--- src/rtl/id_ex_stage_pkg.sv ---
// rtl/id_ex_stage_pkg.sv - shared pipeline widths, control-word layout and edge-action helper
package id_ex_stage_pkg;

  localparam int NBITS = 32;
  localparam int RBITS = 5;
  localparam int CBITS = 21;

  // Control-word bit positions, MSB first
  localparam int REG_WRITE_BIT  = 20;
  localparam int ALU_SOURCE_BIT = 19;
  localparam int MEM_WRITE_BIT  = 18;
  localparam int ALU_OP_LSB     = 15;
  localparam int DATA_TO_REG_LSB = 13;
  localparam int MEM_READ_BIT   = 12;
  localparam int BEQ_BIT        = 11;
  localparam int BNE_BIT        = 10;
  localparam int JUMP_BIT       = 9;
  localparam int REG_DST_LSB    = 7;
  localparam int SELECT_ADDR_LSB = 5;
  localparam int SIZE_CONTROL_LSB = 0;

  typedef enum logic [1:0] {
    OP_LOAD,
    OP_HOLD,
    OP_BUBBLE,
    OP_RESET
  } edge_op_e;

  function automatic edge_op_e next_op(input logic reset, input logic enable,
                                       input logic flush, input logic stall);
    if (reset)
      return OP_RESET;
    else if (!enable)
      return OP_HOLD;
    else if (flush || stall)
      return OP_BUBBLE;
    else
      return OP_LOAD;
  endfunction

endpackage

--- src/rtl/id_ex_stage_if.sv ---
// rtl/id_ex_stage_if.sv - ID-side inputs and EX-side registered outputs of the ID/EX stage
interface id_ex_stage_if
  import id_ex_stage_pkg::*;
  #(parameter int NB = NBITS, parameter int RB = RBITS, parameter int CB = CBITS);

  logic          i_enable;
  logic          i_flush;
  logic [CB-1:0] i_ctrl;
  logic [NB-1:0] i_pc4;
  logic [NB-1:0] i_rs_data;
  logic [NB-1:0] i_rt_data;
  logic [NB-1:0] i_imm;
  logic [RB-1:0] i_rs;
  logic [RB-1:0] i_rt;
  logic [RB-1:0] i_rd;
  logic [4:0]    i_shamt;

  logic [CB-1:0] o_ctrl;
  logic [NB-1:0] o_pc4;
  logic [NB-1:0] o_rs_data;
  logic [NB-1:0] o_rt_data;
  logic [NB-1:0] o_imm;
  logic [RB-1:0] o_rs;
  logic [RB-1:0] o_rt;
  logic [RB-1:0] o_rd;
  logic [4:0]    o_shamt;
  logic          o_valid;
  logic          o_stall;

  modport master (
    output i_enable, i_flush, i_ctrl, i_pc4, i_rs_data, i_rt_data, i_imm,
           i_rs, i_rt, i_rd, i_shamt,
    input  o_ctrl, o_pc4, o_rs_data, o_rt_data, o_imm, o_rs, o_rt, o_rd,
           o_shamt, o_valid, o_stall
  );

  modport slave (
    input  i_enable, i_flush, i_ctrl, i_pc4, i_rs_data, i_rt_data, i_imm,
           i_rs, i_rt, i_rd, i_shamt,
    output o_ctrl, o_pc4, o_rs_data, o_rt_data, o_imm, o_rs, o_rt, o_rd,
           o_shamt, o_valid, o_stall
  );

endinterface

--- src/rtl/id_ex_stage_hazard_detect.sv ---
// rtl/id_ex_stage_hazard_detect.sv - load-use hazard between the load in EX and the ID sources
module hazard_detect
  import id_ex_stage_pkg::*;
(
  input  logic             ex_valid,
  input  logic             ex_mem_read,
  input  logic [RBITS-1:0] ex_rt,
  input  logic [RBITS-1:0] id_rs,
  input  logic [RBITS-1:0] id_rt,
  output logic             stall
);

  // Register 0 is hardwired to zero, so a load targeting it never creates a dependency
  assign stall = ex_valid && ex_mem_read && (ex_rt != '0) &&
                 ((ex_rt == id_rs) || (ex_rt == id_rt));

endmodule

--- src/rtl/id_ex_stage.sv ---
// rtl/id_ex_stage.sv - ID/EX pipeline register bank with flush, freeze and load-use bubble
module id_ex_stage
  import id_ex_stage_pkg::*;
(
  input  logic          i_clk,
  input  logic          i_reset,
  id_ex_stage_if.slave  bus
);

  logic stall;

  hazard_detect u_hazard (
    .ex_valid    (bus.o_valid),
    .ex_mem_read (bus.o_ctrl[MEM_READ_BIT]),
    .ex_rt       (bus.o_rt),
    .id_rs       (bus.i_rs),
    .id_rt       (bus.i_rt),
    .stall       (stall)
  );

  assign bus.o_stall = stall;

  // A bubble clears o_valid, so the hazard drops the next cycle and a stall lasts one cycle
  always_ff @(posedge i_clk) begin
    case (next_op(i_reset, bus.i_enable, bus.i_flush, stall))
      OP_LOAD: begin
        bus.o_ctrl    <= bus.i_ctrl;
        bus.o_pc4     <= bus.i_pc4;
        bus.o_rs_data <= bus.i_rs_data;
        bus.o_rt_data <= bus.i_rt_data;
        bus.o_imm     <= bus.i_imm;
        bus.o_rs      <= bus.i_rs;
        bus.o_rt      <= bus.i_rt;
        bus.o_rd      <= bus.i_rd;
        bus.o_shamt   <= bus.i_shamt;
        bus.o_valid   <= 1'b1;
      end
      OP_HOLD: begin
      end
      default: begin
        bus.o_ctrl    <= '0;
        bus.o_pc4     <= '0;
        bus.o_rs_data <= '0;
        bus.o_rt_data <= '0;
        bus.o_imm     <= '0;
        bus.o_rs      <= '0;
        bus.o_rt      <= '0;
        bus.o_rd      <= '0;
        bus.o_shamt   <= '0;
        bus.o_valid   <= 1'b0;
      end
    endcase
  end

endmodule

--- src/flat_wrapper.sv ---
// flat-port wrapper written by rule: the top's interface ports become plain ports
module id_ex_stage_flat import id_ex_stage_pkg::*;
  (i_clk, i_reset, bus_i_enable, bus_i_flush, bus_i_ctrl, bus_i_pc4, bus_i_rs_data, bus_i_rt_data, bus_i_imm, bus_i_rs, bus_i_rt, bus_i_rd, bus_i_shamt, bus_o_ctrl, bus_o_pc4, bus_o_rs_data, bus_o_rt_data, bus_o_imm, bus_o_rs, bus_o_rt, bus_o_rd, bus_o_shamt, bus_o_valid, bus_o_stall);
  id_ex_stage_if bus_i ();
  input  logic i_clk;
  input  logic i_reset;
  input wire logic [$bits(bus_i.i_enable)-1:0] bus_i_enable;
  input wire logic [$bits(bus_i.i_flush)-1:0] bus_i_flush;
  input wire logic [$bits(bus_i.i_ctrl)-1:0] bus_i_ctrl;
  input wire logic [$bits(bus_i.i_pc4)-1:0] bus_i_pc4;
  input wire logic [$bits(bus_i.i_rs_data)-1:0] bus_i_rs_data;
  input wire logic [$bits(bus_i.i_rt_data)-1:0] bus_i_rt_data;
  input wire logic [$bits(bus_i.i_imm)-1:0] bus_i_imm;
  input wire logic [$bits(bus_i.i_rs)-1:0] bus_i_rs;
  input wire logic [$bits(bus_i.i_rt)-1:0] bus_i_rt;
  input wire logic [$bits(bus_i.i_rd)-1:0] bus_i_rd;
  input wire logic [$bits(bus_i.i_shamt)-1:0] bus_i_shamt;
  output wire logic [$bits(bus_i.o_ctrl)-1:0] bus_o_ctrl;
  output wire logic [$bits(bus_i.o_pc4)-1:0] bus_o_pc4;
  output wire logic [$bits(bus_i.o_rs_data)-1:0] bus_o_rs_data;
  output wire logic [$bits(bus_i.o_rt_data)-1:0] bus_o_rt_data;
  output wire logic [$bits(bus_i.o_imm)-1:0] bus_o_imm;
  output wire logic [$bits(bus_i.o_rs)-1:0] bus_o_rs;
  output wire logic [$bits(bus_i.o_rt)-1:0] bus_o_rt;
  output wire logic [$bits(bus_i.o_rd)-1:0] bus_o_rd;
  output wire logic [$bits(bus_i.o_shamt)-1:0] bus_o_shamt;
  output wire logic [$bits(bus_i.o_valid)-1:0] bus_o_valid;
  output wire logic [$bits(bus_i.o_stall)-1:0] bus_o_stall;
  assign bus_i.i_enable = bus_i_enable;
  assign bus_i.i_flush = bus_i_flush;
  assign bus_i.i_ctrl = bus_i_ctrl;
  assign bus_i.i_pc4 = bus_i_pc4;
  assign bus_i.i_rs_data = bus_i_rs_data;
  assign bus_i.i_rt_data = bus_i_rt_data;
  assign bus_i.i_imm = bus_i_imm;
  assign bus_i.i_rs = bus_i_rs;
  assign bus_i.i_rt = bus_i_rt;
  assign bus_i.i_rd = bus_i_rd;
  assign bus_i.i_shamt = bus_i_shamt;
  assign bus_o_ctrl = bus_i.o_ctrl;
  assign bus_o_pc4 = bus_i.o_pc4;
  assign bus_o_rs_data = bus_i.o_rs_data;
  assign bus_o_rt_data = bus_i.o_rt_data;
  assign bus_o_imm = bus_i.o_imm;
  assign bus_o_rs = bus_i.o_rs;
  assign bus_o_rt = bus_i.o_rt;
  assign bus_o_rd = bus_i.o_rd;
  assign bus_o_shamt = bus_i.o_shamt;
  assign bus_o_valid = bus_i.o_valid;
  assign bus_o_stall = bus_i.o_stall;
  id_ex_stage u_core (.i_clk(i_clk), .i_reset(i_reset), .bus(bus_i));
endmodule
--- config.mk ---
export PLATFORM = sky130hd
export DESIGN_NAME = id_ex_stage_flat
export DESIGN_NICKNAME = d
export VERILOG_FILES = /design/src/rtl/id_ex_stage_pkg.sv /design/src/rtl/id_ex_stage_if.sv /design/src/rtl/id_ex_stage_hazard_detect.sv /design/src/rtl/id_ex_stage.sv /design/src/flat_wrapper.sv
export SDC_FILE = /design/constraint.sdc
export NUM_CORES = 1
export LEC_CHECK = 0
export CORE_AREA = 2 2 133 135
export DETAILED_ROUTE_END_ITERATION = 10
export DIE_AREA = 0 0 135 137
export PLACE_DENSITY = 0.87
export SLEW_MARGIN = 20
export SYNTH_ARGS = -nofsm -noshare
export SYNTH_HDL_FRONTEND = slang
export SYNTH_SLANG_ARGS = --single-unit
--- constraint.sdc ---
create_clock -name i_clk -period 9.4 [get_ports i_clk]
set_input_delay 0.94 -clock i_clk [delete_from_list [all_inputs] [get_ports i_clk]]
set_output_delay 0.94 -clock i_clk [all_outputs]
set_load 0.05 [all_outputs]
==> flow_summary.json <==
{
  "cts_resized": 0,
  "h-tree-depth": 4,
  "status": "complete, no violations",
  "yosysWarnings": 0,
  "clk_path_buf_depth": 2,
  "skew_ns": 0.0107,
  "via_per_inst": 5.46,
  "dr.pass1.iters": 6,
  "synth_area_sq_um": 7750,
  "synth_cells": 605,
  "start_kind": "flop",
  "start_util_pct": 45.5,
  "ant_nets": 0,
  "layout_commonest_cell": "clkdlybuf4s50_1",
  "cts_tree": "built",
  "core.rowCount": 48,
  "drv_slew": 0,
  "crit_path_end_kind": "output port",
  "drt-initial-drc-count": 478,
  "layout-drive-gt1-share_pct": 5.37,
  "max-cap-violations": 0,
  "max_freq_mhz": 258,
  "grt_max_degree": 110,
  "final_cell_mix": "clkdlybuf4s50_1 (342), edfxtp_1 (170), nand3b_1 (159), a21oi_1 (159), clkbuf_16 (17)",
  "ys_types": 23,
  "powerDensity_nw_per_um2": 170,
  "worstSetupPathType": "reg2out",
  "clkSinkCount": 170,
  "nets": 1073,
  "routed_wl_mm": 22.5,
  "required_ns": 8.46,
  "fill_cells": 1250,
  "seq_area_frac_synth_pct": 65.8,
  "fin_cells": 1138,
  "cp_max_fo": 63,
  "placed_cell_area_sq_um": 11200,
  "cts_root_buf": "clkbuf_16",
  "holdPathStages": 2,
  "cp.arrival_ns": 2.93,
  "io_buffer_count": 343,
  "grt.overflow.total": 0,
  "worstPathCellList": "or3_1, o311a_4, and2_1, clkdlybuf4s50_1",
  "rsz0062_at_grt": "false",
  "drc": 0,
  "vias": 6218,
  "ir_drop_v": 0.000130,
  "cts-buffers-inserted": 17,
  "io_pins": 344,
  "grt_antenna_before_repair": 0,
  "die-width_um": 135,
  "synth_fp_nets": 778,
  "finalCriticalPeriod_ns": 3.87,
  "post-route-period-util_pct": 41.2,
  "grt_use_total_pct": 23.6,
  "fin_util_pct": 69.3,
  "grt_pass1_wl_mm": 33.3,
  "ff2ff_path_depth": 6,
  "hold_viol": 0,
  "synth_seq_cells": 170,
  "die_h_um": 137,
  "finalSetupTns_ns": 0,
  "setup_viol": 0,
  "critPathMaxStageDelay_ns": 0.71,
  "clk_latency_ns": 0.42,
  "dpl.hpwl_mm": 14.9,
  "core_area_sq_um": 17100,
  "post_drt_wl_per_cell_um": 19.8,
  "grt_pass1_vias": 5964,
  "n_antenna_cell": 0,
  "fin_area_sq_um": 11800,
  "gp_congestion": 0.804,
  "die_area_sq_um": 18500,
  "holdBufCountCts": 0,
  "clkSlewWorstSetupHoldPaths_ns": 0.07,
  "slew_headroom_pct": 23.4,
  "slowest_stage": "clkdlybuf4s50_1",
  "syn_area_per_cell_sq_um": 12.8,
  "post_cts_buffers": 0,
  "areaGrowthSynthToFinish_pct": 52.4,
  "dp.cells": 1106,
  "p_leak_nw": 4.21,
  "tightest_slew_ns": 1.15,
  "hold_path.class": "reg2reg"
}
## path summary, 6_finish.rpt
path	from	endpoint	slack [ns]
max	u_core.bus.o_rt[2]	bus_o_stall	5.53
min	u_core.bus.o_ctrl[12]	u_core.bus.o_rd[4]	1.10
max reg2reg	u_core.bus.o_rt[0]	u_core.bus.o_rt[0]	6.08
min reg2reg	u_core.bus.o_ctrl[12]	u_core.bus.o_rd[4]	1.10
## layout make-up
class	instances	area, sq um	area share [%]
Sequential cell	170	5100	43.2
Clock buffer	17	425	3.60
Inverter	10	37.5	0.318
Tap cell	225	282	2.38
Clock inverter	15	161	1.37
Timing Repair Buffer	351	3490	29.6
Multi-Input combinational cell	350	2310	19.5
## metrics by stage
step,setup slack [ns],power (mW),hold slack (ns)
6_report,5.53,2.01,1.10
4_1_cts,5.52,2.02,1.11
3_3_place_gp,5.35,1.32,1.08
3_5_place_dp,5.29,1.32,1.10
5_1_grt,5.45,2.06,1.15
2_1_floorplan,5.70,1.14,0.845
## sequential cells by signal, summed over array words and instances, names as in the netlist
signal	cells
u_core.bus.o_ctrl	21
u_core.bus.o_imm	32
u_core.bus.o_pc4	32
u_core.bus.o_rd	5
u_core.bus.o_rs	5
u_core.bus.o_rs_data	32
u_core.bus.o_rt	5
u_core.bus.o_rt_data	32
u_core.bus.o_shamt	5
u_core.bus.o_valid	1
## critical path, delay by kind of cell (launching register included)
family / cells / cell delay [ns]
buffers and inverters: 1 / 0.71
AO/OA/AOI/OAI: 1 / 0.58
AND/OR/NAND/NOR: 2 / 0.74
flip-flops: 1 / 0.47
## power breakdown
| part | internal (mW) | switching (mW) |
|---|---|---|
| combinational | 0.158 | 0.253 |
| sequential | 0.880 | 0.0139 |
| clock | 0.396 | 0.308 |
| total | 1.43 | 0.576 |
## cell families (layout without fill, tap and decap cells)
logic type,after synthesis,count (layout),share of synthesized area [%]
buffers and inverters,85,393,4.74
and+or+nand+nor,168,168,16.0
AOI/OAI and AO/OA,172,172,12.3
DFF,170,170,65.8
xor gates and xnor gates,10,10,1.13
## cell usage after synthesis
cell / number / area share [%]
clkbuf_1: 44 / 2.1
or3_1: 1 / 0.081
a21oi_1: 159 / 10
nand3_1: 2 / 0.13
a211oi_1: 1 / 0.097
nor2b_1: 1 / 0.081
buf_6: 2 / 0.29
nand3b_1: 159 / 15
a2111oi_2: 3 / 0.58
o22ai_2: 1 / 0.16
a2111oi_0: 6 / 0.68
nand2b_1: 1 / 0.081
o311a_1: 1 / 0.13
a2111oi_4: 1 / 0.36
nand2_1: 2 / 0.097
buf_1: 4 / 0.19
buf_4: 1 / 0.097
or2_2: 1 / 0.081
and2_1: 1 / 0.081
edfxtp_1: 170 / 66
buf_2: 24 / 1.5
xnor2_1: 10 / 1.1
inv_1: 10 / 0.48
## per-layer routing
layer	up-vias	wire (um)	track usage, %
li1	2878	-	-
met1	2993	8430	27.9
met2	324	11500	40.8
met3	23	2270	7.93
met4	0	390	7.06
met5	-	0	0
(Power assumes the default switching activity.)
